===== src/rtl/bp_pkg.sv =====
// Shared branch-predictor definitions.
//   BP_CTR_INIT(w) : reset value of a w-bit saturating counter (weakly not-taken).
//   bp_hash        : pattern-table index hash (pc index bits XOR zero-extended history).
//                    Callers truncate the 32-bit result to their index width, so
//                    IF-side debug and checkers compute exactly the same index.
package bp_pkg;

  function automatic int BP_CTR_INIT(input int w);
    return (1 << (w - 1)) - 1;
  endfunction

  function automatic logic [31:0] bp_hash(input logic [31:0] pc_bits,
                                          input logic [31:0] ghr);
    return pc_bits ^ ghr;
  endfunction

endpackage


===== src/rtl/sat_counter_update.sv =====
// Combinational next value of a COUNTER_WIDTH-bit saturating counter.
// Ports:
//   ctr_in  : current counter value
//   taken   : 1 = count up, 0 = count down
//   ctr_out : next value, clamped to [0, 2^COUNTER_WIDTH-1] (never wraps)
module sat_counter_update #(
  parameter int COUNTER_WIDTH = 2
) (
  input  logic [COUNTER_WIDTH-1:0] ctr_in,
  input  logic                     taken,
  output logic [COUNTER_WIDTH-1:0] ctr_out
);

  always_comb begin
    ctr_out = ctr_in;
    if (taken) begin
      if (ctr_in != {COUNTER_WIDTH{1'b1}}) ctr_out = ctr_in + 1'b1;
    end else begin
      if (ctr_in != '0) ctr_out = ctr_in - 1'b1;
    end
  end

endmodule


===== src/rtl/gshare_predictor.sv =====
// gshare direction predictor for the IF stage.
// A table of saturating counters is indexed by pc[PREDICTOR_WIDTH+1:2] XOR
// the speculative global history register (GHR). The GHR shifts in each
// predicted direction and is repaired from the branch's snapshot on mispredict.
//
// Configuration macro: BP_GSHARE_EN
//   defined   : gshare hashing with GHR (shift / repair).
//   undefined : bimodal; index = pc bits only, no GHR, pred_ghr = 0,
//               update_ghr and update_mispredict ignored.
//
// Ports:
//   clk_in, rst_in (async, active-high), rdy_in (low freezes all state)
//   now_pc, predict_valid   -> jump, pred_ghr   (combinational, zero latency)
//   update_control, update_jump, update_pc, update_ghr, update_mispredict
//
// There is no handshake: predict_valid and update_control are single-cycle
// strobes that are always accepted in the cycle they are high (when rdy_in).
module gshare_predictor
  import bp_pkg::*;
#(
  parameter int PREDICTOR_WIDTH = 6,
  parameter int HISTORY_WIDTH   = 4,
  parameter int COUNTER_WIDTH   = 2
) (
  input  logic                     clk_in,
  input  logic                     rst_in,
  input  logic                     rdy_in,
  input  logic [31:0]              now_pc,
  input  logic                     predict_valid,
  output logic                     jump,
  output logic [HISTORY_WIDTH-1:0] pred_ghr,
  input  logic                     update_control,
  input  logic                     update_jump,
  input  logic [31:0]              update_pc,
  input  logic [HISTORY_WIDTH-1:0] update_ghr,
  input  logic                     update_mispredict
);

  localparam int DEPTH = 1 << PREDICTOR_WIDTH;
  localparam logic [COUNTER_WIDTH-1:0] CTR_INIT = COUNTER_WIDTH'(BP_CTR_INIT(COUNTER_WIDTH));

  logic [COUNTER_WIDTH-1:0]   table_q [DEPTH];
  logic [PREDICTOR_WIDTH-1:0] pred_idx;
  logic [PREDICTOR_WIDTH-1:0] upd_idx;
  logic [COUNTER_WIDTH-1:0]   upd_ctr_next;
  logic [HISTORY_WIDTH-1:0]   hist_for_pred;
  logic [HISTORY_WIDTH-1:0]   hist_for_upd;

`ifdef BP_GSHARE_EN
  logic [HISTORY_WIDTH-1:0] ghr_q;
  logic [HISTORY_WIDTH-1:0] ghr_d;

  assign hist_for_pred = ghr_q;
  assign hist_for_upd  = update_ghr;

  // Truncating {hist, bit} to HISTORY_WIDTH drops the oldest bit; this also
  // covers HISTORY_WIDTH == 1 (result is just the new bit).
  // Repair wins over a same-cycle shift: that prediction is being flushed.
  always_comb begin
    ghr_d = ghr_q;
    if (update_control && update_mispredict)
      ghr_d = HISTORY_WIDTH'({update_ghr, update_jump});
    else if (predict_valid)
      ghr_d = HISTORY_WIDTH'({ghr_q, jump});
  end

  always_ff @(posedge clk_in or posedge rst_in) begin
    if (rst_in)      ghr_q <= '0;
    else if (rdy_in) ghr_q <= ghr_d;
  end

  assign pred_ghr = ghr_q;

  logic unused_inputs;
  assign unused_inputs = ^{now_pc[31:PREDICTOR_WIDTH+2], now_pc[1:0],
                           update_pc[31:PREDICTOR_WIDTH+2], update_pc[1:0]};
`else
  assign hist_for_pred = '0;
  assign hist_for_upd  = '0;
  assign pred_ghr      = '0;

  logic unused_inputs;
  assign unused_inputs = ^{now_pc[31:PREDICTOR_WIDTH+2], now_pc[1:0],
                           update_pc[31:PREDICTOR_WIDTH+2], update_pc[1:0],
                           update_ghr, update_mispredict, predict_valid};
`endif

  assign pred_idx = PREDICTOR_WIDTH'(bp_hash(32'(now_pc[PREDICTOR_WIDTH+1:2]),
                                             32'(hist_for_pred)));
  assign upd_idx  = PREDICTOR_WIDTH'(bp_hash(32'(update_pc[PREDICTOR_WIDTH+1:2]),
                                             32'(hist_for_upd)));

  // Reads the registered table, so a same-cycle update to pred_idx is not
  // bypassed: the prediction sees the pre-update counter.
  assign jump = table_q[pred_idx][COUNTER_WIDTH-1];

  sat_counter_update #(
    .COUNTER_WIDTH(COUNTER_WIDTH)
  ) u_ctr_upd (
    .ctr_in (table_q[upd_idx]),
    .taken  (update_jump),
    .ctr_out(upd_ctr_next)
  );

  always_ff @(posedge clk_in or posedge rst_in) begin
    if (rst_in) begin
      for (int i = 0; i < DEPTH; i++) table_q[i] <= CTR_INIT;
    end else if (rdy_in && update_control) begin
      table_q[upd_idx] <= upd_ctr_next;
    end
  end

endmodule


===== config.mk =====
export PLATFORM = sky130hd
export DESIGN_NAME = gshare_predictor
export DESIGN_NICKNAME = d
export VERILOG_FILES = /design/src/rtl/bp_pkg.sv /design/src/rtl/sat_counter_update.sv /design/src/rtl/gshare_predictor.sv
export SDC_FILE = /design/constraint.sdc
export NUM_CORES = 1
export LEC_CHECK = 0
export CAP_MARGIN = 20
export CORE_UTILIZATION = 55
export DETAILED_ROUTE_END_ITERATION = 7
export DONT_BUFFER_PORTS = 1
export HOLD_SLACK_MARGIN = 0.05
export PLACE_DENSITY = 0.75
export SLEW_MARGIN = 10
export SYNTH_ARGS = -nofsm -noshare
export SYNTH_HDL_FRONTEND = slang
export SYNTH_SLANG_ARGS = --single-unit

===== constraint.sdc =====
create_clock -name clk_in -period 3.7 [get_ports clk_in]
set_input_delay 0.37 -clock clk_in [delete_from_list [all_inputs] [get_ports clk_in]]
set_output_delay 0.37 -clock clk_in [all_outputs]
set_load 0.02 [all_outputs]

**After elaboration in Yosys (flattened, before gate mapping)**

Index checks and enable logic that the tools add are counted.

- Bitwise logic cells: 2
- Reduce and logical (&&, ||, !) cells: 3
- Order comparisons: 3
- Muxes and demuxes: 12
- Add/sub/neg operators: 2
- Eq/ne operators: 1

Operators with widths:

| operator | count |
|---|---|
| bitwise mux 128 bit | 1 |
| binary-select mux 2 bit (select 6 bit) | 2 |
| two-way mux 2 bit | 8 |
| greater-or-equal comparator 7 bit (second input constant) | 2 |
| NOT 6 -> 7 bit | 2 |
| demux 2 bit (select 6 bit) | 1 |
| less-than comparator 7 x 1 -> 1 bit (second input constant) | 1 |
| adder 2 x 1 -> 2 bit (second input constant) | 1 |
| logical AND 1 bit | 2 |
| inequality test 2 bit (second input constant) | 1 |
| nonzero test 2 bit | 1 |
| subtractor 2 x 1 -> 2 bit (second input constant) | 1 |

- Output and inout port bits: 5
- Bits of input ports: 75
- Flip-flop bits (word level): 128
- Logic and storage cells: 87

**Longest topological paths before layout**

Gate-level depths: netlist of the first run.

- Depth after elaboration: 8
- Depth in mapped cells: 11
- Depth with buffers taken out: 7

**Modules after synthesis**

From an unflattened synthesis of the first run, not the netlist that was laid out.

- Cell total of the unflattened synthesis: 537
- Area total of the unflattened synthesis: 6954.2 um^2

By module, submodules not included:

| module | area an instance (um^2) | times used | cells each | seq. area each (um^2) |
|---|---|---|---|---|
| gshare_predictor | 6927.9 | 1 | 534 | 3283.1 |
| sat_counter_update | 26.3 | 1 | 3 | 0.0 |

**Least setup slack after synthesis of the first run**

Ideal clock, no wire load.

- Kind: input to output
- Start point: input port now_pc[2]
- End point: output port jump
- Slack: 0.509 ns
- Path buffers: 2
- Stages: 5
- Arrival: 2.821 ns
- Required time: 3.330 ns
- Cells stage by stage: clkbuf_1 buf_1 mux4_2 mux4_2 mux4_2

- Word-level cells in the longest chain between the ends: 4

RTL lines:

| element | RTL line | text |
|---|---|---|
| start: declaration | gshare_predictor.sv:28 | `input logic [31:0] now_pc,` |
| NOT 6 -> 7 bit (implied by the code) | gshare_predictor.sv:95 | `assign jump = table_q[pred_idx][COUNTER_WIDTH-1];` |
| binary-select mux 2 bit (select 6 bit) | gshare_predictor.sv:95 |  |
| two-way mux 2 bit (implied by the code) (2 in series) | gshare_predictor.sv:95 |  |
| end: declaration | gshare_predictor.sv:30 | `output logic jump,` |

No other way between the ends. The select of a mux whose other input is x is not followed.

**Worst setup path in the final report of the first run**

- Start point: register table_q[87] (netlist name)
- End point: register table_q[80] (netlist name)

- Word-level cells in the longest chain between the ends: 7
- Elaborated cells between the ends (all ways): 9
- Classes of those cells: eq/ne: 1; mux: 7; reduce/logical: 1

RTL lines:

| element | RTL line | text |
|---|---|---|
| start: declaration | gshare_predictor.sv:42 | `logic [COUNTER_WIDTH-1:0] table_q [DEPTH];` |
| start signal: indexed assignment | gshare_predictor.sv:109 | `table_q[upd_idx] <= upd_ctr_next;` |
| binary-select mux 2 bit (select 6 bit) (*) | gshare_predictor.sv:100 | `.ctr_in (table_q[upd_idx]),` |
| two-way mux 2 bit (implied by the code) (*) (2 in series) | gshare_predictor.sv:100 |  |
| inequality test 2 bit / nonzero test 2 bit (equally long branches) | sat_counter_update.sv:17, sat_counter_update.sv:19 |  |
| two-way mux 2 bit, on equally long branches | sat_counter_update.sv:17, sat_counter_update.sv:19 |  |
| two-way mux 2 bit (*) | sat_counter_update.sv:16 | `if (taken) begin` |
| bitwise mux 128 bit (*) | gshare_predictor.sv:109 |  |

Every way passes the cells marked *; elsewhere a longest branch is shown, timed or not. The select of a mux whose other input is x is not followed.
A chain may end at the register's enable or synchronous reset.

==> results of run 1 <==
[worst max-delay path, stage by stage, from the launching register on]
cell and delay (ps):
dfrtp_1 400, mux2_2 260, a221oi_1 290, a21oi_1 90, o31a_1 340, a2111oi_4 330, maj3_4 970, o21ai_1 190
[path summary, 6_finish.rpt]
path	end	slack, ps	cells past startpoint
max reg2reg	table_q[80]	650	7
min reg2reg	table_q[0]	460	2
min in group asynchronous	table_q[47]	620	2
max	table_q[80]	650	7
max in group asynchronous	table_q[60]	2220	3
min	table_q[124]	240	3
[through the flow]
step | setup slack, ps | util | hold slack, ps | std cells | power (mW)
floorplan | 23.3 | - | 440 | 661 | 1.94
detailed placement | 652 | 0.569 | 456 | 778 | 1.99
global placement | 695 | 0.569 | 450 | 778 | 1.98
CTS | 685 | 0.621 | 204 | 811 | 3.73
global route | 478 | 0.621 | 250 | 811 | 3.83
finish | 652 | 0.621 | 238 | 811 | 3.72
[layer usage]
layer	part of all wire	routed length [um]
met5	0	0
met4	0.032	549
met3	0.088	1530
met2	0.48	8340
met1	0.40	6990
[report_power, final]
part	switching, mW	internal, mW	total, mW
Sequential	0.0582	1.54	1.60
Clock	0.602	1.13	1.74
Combinational	0.230	0.147	0.377
[area by class of cell]
type | instances | area (um2) | share of cell area
Sequential cell | 128 | 3280 | 0.440
Multi-Input combinational cell | 488 | 3250 | 0.436
Clock buffer | 20 | 447 | 0.0599
Tap cell | 147 | 184 | 0.0247
Clock inverter | 12 | 165 | 0.0221
Timing Repair Buffer | 11 | 110 | 0.0148
Inverter | 5 | 21.3 | 0.00285
[layout by cell type, fill, tap and decap left out, types with 3 or more instances in the layout]
master     count
inv_1          4
and3_1         5
nand3_1        9
and2_1         3
mux4_2        29
o21ai_0       57
buf_4          8
mux2i_1       16
o21ai_1       27
nand2_1      198
o211ai_1       5
bufinv_16      4
nor3b_1        3
clkbuf_16     17
mux2_2        16
mux2_1         3
a22oi_1       17
nor2_1        13
dfstp_2       64
nor3_1         3
nor2b_1        6
o21ai_2       45
clkinv_2       6
a221oi_1       5
dfrtp_1       64
a221o_1        5
conb_1         4
[kinds of logic after synthesis]
family | count (synthesis)
AOI/OAI and AO/OA | 175
adders and majority gates | 2
buffers and inverters | 45
DFF | 128
muxes | 64
other | 1
and+or+nand+nor | 243
[timing repair]
item / CTS / global route
hold buffers: 1 / 0
hold endpoints to repair: 15 / 0
setup endpoints to repair: 0 / 0
==> results.yml, run 1 <==
floorplan:
  io_pins: 80
  coreArea_um2: 12000
  die-area_um2: 12800
  rows: 40
  die_w_um: 113
  die_h_um: 113
  initial_core_util: 0.566
routing:
  detail-route-antenna-nets: 0
  vias: 5175
  drt_iter0_markers: 618
  viasPerCell: 6.38
  avgRoutedWirePerCell_um: 21.5
  drc: 0
  totalWireLength_um: 17400
  drt_first_pass_iters: 5
synth:
  ys_top_cells_by_area: "dfstp_2 25%, dfrtp_1 24%, nand2_1 11%, mux4_2 9.6%, o21ai_2 5.8%"
  ys_seq_elements: 128
  netlist_area_um2: 6800
  netlist_instances: 658
  yosys.area_share.simple: 0.145
  synthAdderAreaFrac: 0.00368
  synth_area_per_cell_um2: 10.3
  async_reset_ff_frac: 1.00
  synth_top_cell_by_area: "dfstp_2"
  synth_compound_area_frac: 0.176
  yosysTopAreaCellShare: 0.247
  synth_commonest_cells: "198 x nand2_1, 64 x dfrtp_1, 64 x dfstp_2"
  synth_most_common_cell: "nand2_1"
  yosys_warnings: 0
  synth_xor_area_frac: 0
  synth_top_family_by_area: "compound AO/OA/AOI/OAI gates"
  ys_types: 43
  seq_area_frac_synth: 0.483
  ys.flop_type: "dfstp_2"
  synth_edf_count: 0
  muxShareOfSynthArea: 0.151
clocking:
  cts_resized: 0
  htreeDepth: 4
  cts.path.max_buffers: 2
  clk_latency_ps: 430
  cts_buffers: 17
  cts_tree: "done"
  numClockSinks: 128
  cts-root-buf: "clkbuf_16"
  clkTransAtPathRegs_ps: 60
  postCtsSetupBuffers: 0
worst_hold_path:
  hold_start: "update_pc[7]"
  hold_path_class: "in -> reg"
critical_path:
  critPathKind: "reg -> reg"
  worstPathRequired_ps: 4010
  path_max_fanout: 64
  cp-startpoint: "table_q[87]"
  r2r-start: "table_q[87]"
  end_kind: "flip-flop"
  worstSetupStartpointType: "flip-flop"
  worstPathArrival_ps: 3360
sta:
  finalCritPeriodShare: 0.824
  min_period_ps: 3050
  skew_ps: 10.2
  slew_violations: 0
  hold_viol: 0
  rsz0062_at_grt: "false"
  relSlewSlack: 0.258
  worst_slew_pin_slew_ps: 1110
  finalSetupViolations: 0
  setup_tns_ps: 0
  fmax_mhz: 328
global_routing:
  track_usage: 0.296
  grt_pass1_wl_um: 27900
  grt_pass1_vias: 5087
  met3_usage: 0.0814
  grt_antenna_before_repair: 0
  grt_max_degree: 73
  grt_overflow: 0
  gr-max-usage-layer: "met2"
  grt_use_met2: 0.460
  globalRouteMet1Util: 0.393
cells_and_area:
  drive_gt1_frac: 0.298
  syn_to_final_growth_pct: 9.78
  fin_nets: 726
  largest_register: "table_q"
  reg.largest.list: "table_q: 128 flops"
  fin_area_um2: 7460
  num_antenna_cells: 0
  largest_reg_flops: 128
  final.fill_count: 951
flow_run:
  cap_violations: 0
placed_design:
  place_area_um2: 6840
  portBuffers: 0
  hpwl_um: 11100
  gp_congestion: 0.938
power_and_ir_drop:
  p_leak_nw: 2.93
  power_density_nw_per_um2: 498
  ir_drop_mv: 0.299
outcome:
  outcome: "finished, final reports clean"
No activity file was read; power rests on OpenSTA's default activity.
==> run 2, diff against run 1 <==
==> constraint.sdc (replaced) <==
create_clock -name clk_in -period 2.6 [get_ports clk_in]
set_input_delay 0.26 -clock clk_in [delete_from_list [all_inputs] [get_ports clk_in]]
set_output_delay 0.26 -clock clk_in [all_outputs]
set_load 0.02 [all_outputs]
==> run 2 against run 1 <==
Effect of this change: the flow now finishes with violations (setup timing); combinational power is 100% higher; sequential cell count stayed put; die area stayed put; clock power is 44% higher; cell area is 9.5% higher; non-clock buffer count is 43 higher; hold slack worse by 150 ps.
==> results.yml, run 2 (synthesized netlist as in run 1, its figures left out) <==
outcome:
  outcome: "complete, but fails checks"
  violations: "setup timing"
critical_path:
  cpMaxStageDelayCell: "dfstp_2"
  r2r_end: "table_q[45]"
  end_kind: "flip-flop"
  r2r-start: "table_q[26]"
  worstSetupStartpointType: "flip-flop"
  critPathKind: "reg -> reg"
  worstPathRequired_ps: 2930
  path_max_fanout: 11
  cp-startpoint: "table_q[26]"
  slowest_delay_ps: 530
  r2r_cells: 9
  critPathBufInv: 2
  setup.worst_path.end: "table_q[45]"
  cp_num_cells: 9
  path_cells: "mux4_2, nor2_1, a221oi_1, a22oi_1, and4_1, maj3_2, buf_4, clkbuf_16, o21ai_0"
  r2r_setup_slack_ps: -170
  worstPathArrival_ps: 3090
  cp_top_family: "compound AO/OA/AOI/OAI gates"
placed_design:
  place_area_um2: 7000
  dp.cells: 794
  portBuffers: 0
  pre_cts_slack_ps: -66.7
  hpwl_um: 11700
  gp_congestion: 0.896
global_routing:
  grt_max_degree: 60
  grt_overflow: 0
  grt_antenna_before_repair: 0
  track_usage: 0.308
  grt_pass1_wl_um: 29200
  grt_pass1_vias: 5414
cells_and_area:
  num_antenna_cells: 0
  instances_no_fill: 854
  fin_area_um2: 8170
  most-common-layout-cells: "197 x nand2_1, 64 x dfstp_2, 64 x dfrtp_1, 60 x o21ai_2, 36 x o21ai_1"
  layout_commonest_cell: "nand2_1"
  final.fill_count: 871
  syn_to_final_growth_pct: 20.2
  drive_gt1_frac: 0.376
  fin_nets: 769
  largest_register: "table_q"
  reg.largest.list: "table_q: 128 flops"
  largest_reg_flops: 128
sta:
  slew_violations: 0
  skew_ps: 8.92
  hold_viol: 0
  rsz0062_at_grt: "true"
  relSlewSlack: 0.343
  min_period_ps: 2770
  timing.hold.ws_ps: 92.1
  finalCritPeriodShare: 1.06
  fin_ws_ps: -167
  finalSetupViolations: 94
  fmax_mhz: 361
  worst_slew_pin_slew_ps: 978
power_and_ir_drop:
  p_clk_frac: 0.451
  power_density_nw_per_um2: 678
  pwr-share-comb: 0.137
  p_leak_nw: 3.30
  pwr-share-seq: 0.412
  p_sw_mw: 1.38
  p_sw_frac: 0.250
  ir_drop_mv: 0.521
  intPower_mw: 4.15
  fin_total_pwr_mw: 5.53
clocking:
  cts_buffers: 17
  cts.path.max_buffers: 2
  numClockSinks: 128
  cts_tree: "done"
  htreeDepth: 4
  clk_latency_ps: 440
  cts-root-buf: "clkbuf_16"
  clkTransAtPathRegs_ps: 60
worst_hold_path:
  hold_path_class: "in -> reg"
  min_delay_path_depth: 3
  hold_start: "update_pc[4]"
routing:
  drc: 0
  vias: 5674
  totalWireLength_um: 20500
  drt_iter0_markers: 664
  viasPerCell: 6.64
  drt_first_pass_iters: 5
  detail-route-antenna-nets: 0
  avgRoutedWirePerCell_um: 24.0
floorplan:
  io_pins: 80
  die-area_um2: 12800
  die_h_um: 113
  initial_core_util: 0.566
  die_w_um: 113
  coreArea_um2: 12000
  rows: 40
flow_run:
  cap_violations: 0
run 2: changes by cell type in the layout (fill, tap and decap cells not counted), sizes merged:
cell / delta
clkbuf: +10
buf: +35
clkinv: +1
clkinvlp: -1
bufinv: -1
inv: -1
run 2: worst min path at each step:
stage | end | slack, ps
global placement | table_q[121] | 300
CTS | table_q[94] | 70
floorplan | table_q[0] | 440
detailed placement | table_q[121] | 320
global route | table_q[94] | 130
finish | table_q[94] | 90
run 2: layout make-up:
| type | instances | area [um2] | share of cell area |
|---|---|---|---|
| clock inverters | 10 | 133 | 0.0162 |
| repair buffers | 54 | 677 | 0.0829 |
| flip-flops and latches | 128 | 3280 | 0.402 |
| clock buffers | 22 | 484 | 0.0593 |
| well taps | 147 | 184 | 0.0225 |
| inverters | 5 | 22.5 | 0.00276 |
| multi-input cells | 488 | 3380 | 0.414 |
run 2: metal layers:
layer / routed length [um] / track usage
met4: 1210 / 0.182
met1: 7380 / 0.391
met3: 2410 / 0.0862
met2: 9490 / 0.472
met5: 0 / 0
run 2: per-stage QoR:
stage / TNS (ps) / util
floorplan: 0 / -
global placement: 0 / 0.583
detailed placement: -1810 / 0.583
CTS: -60.6 / 0.640
global route: -14350 / 0.680
finish: -4590 / 0.680
run 2: tightest hold or removal path, stage by stage:
cell and delay (ps):
nor3_1 40, nand2_1 140, o21ai_2 80
run 2: timing repair:
item                                    in CTS  in global routing
hold buffers                                 1                  0
gates resized for setup                      1                 71
endpoints found under the setup margin      97                128
setup buffers                                7                  9
gates cloned                                 0                 12
hold endpoints to repair                    17                  0
pin swaps                                    1                 44
run 2: power groups by stage:
stage	registers, mW	logic (mW)	clock network, mW
6_report	2.28	0.756	2.50
5_1_grt	2.30	0.804	2.58
4_1_cts	2.28	0.572	2.50
3_5_place_dp	2.31	0.557	0
3_3_place_gp	2.30	0.541	0
2_1_floorplan	2.28	0.478	0
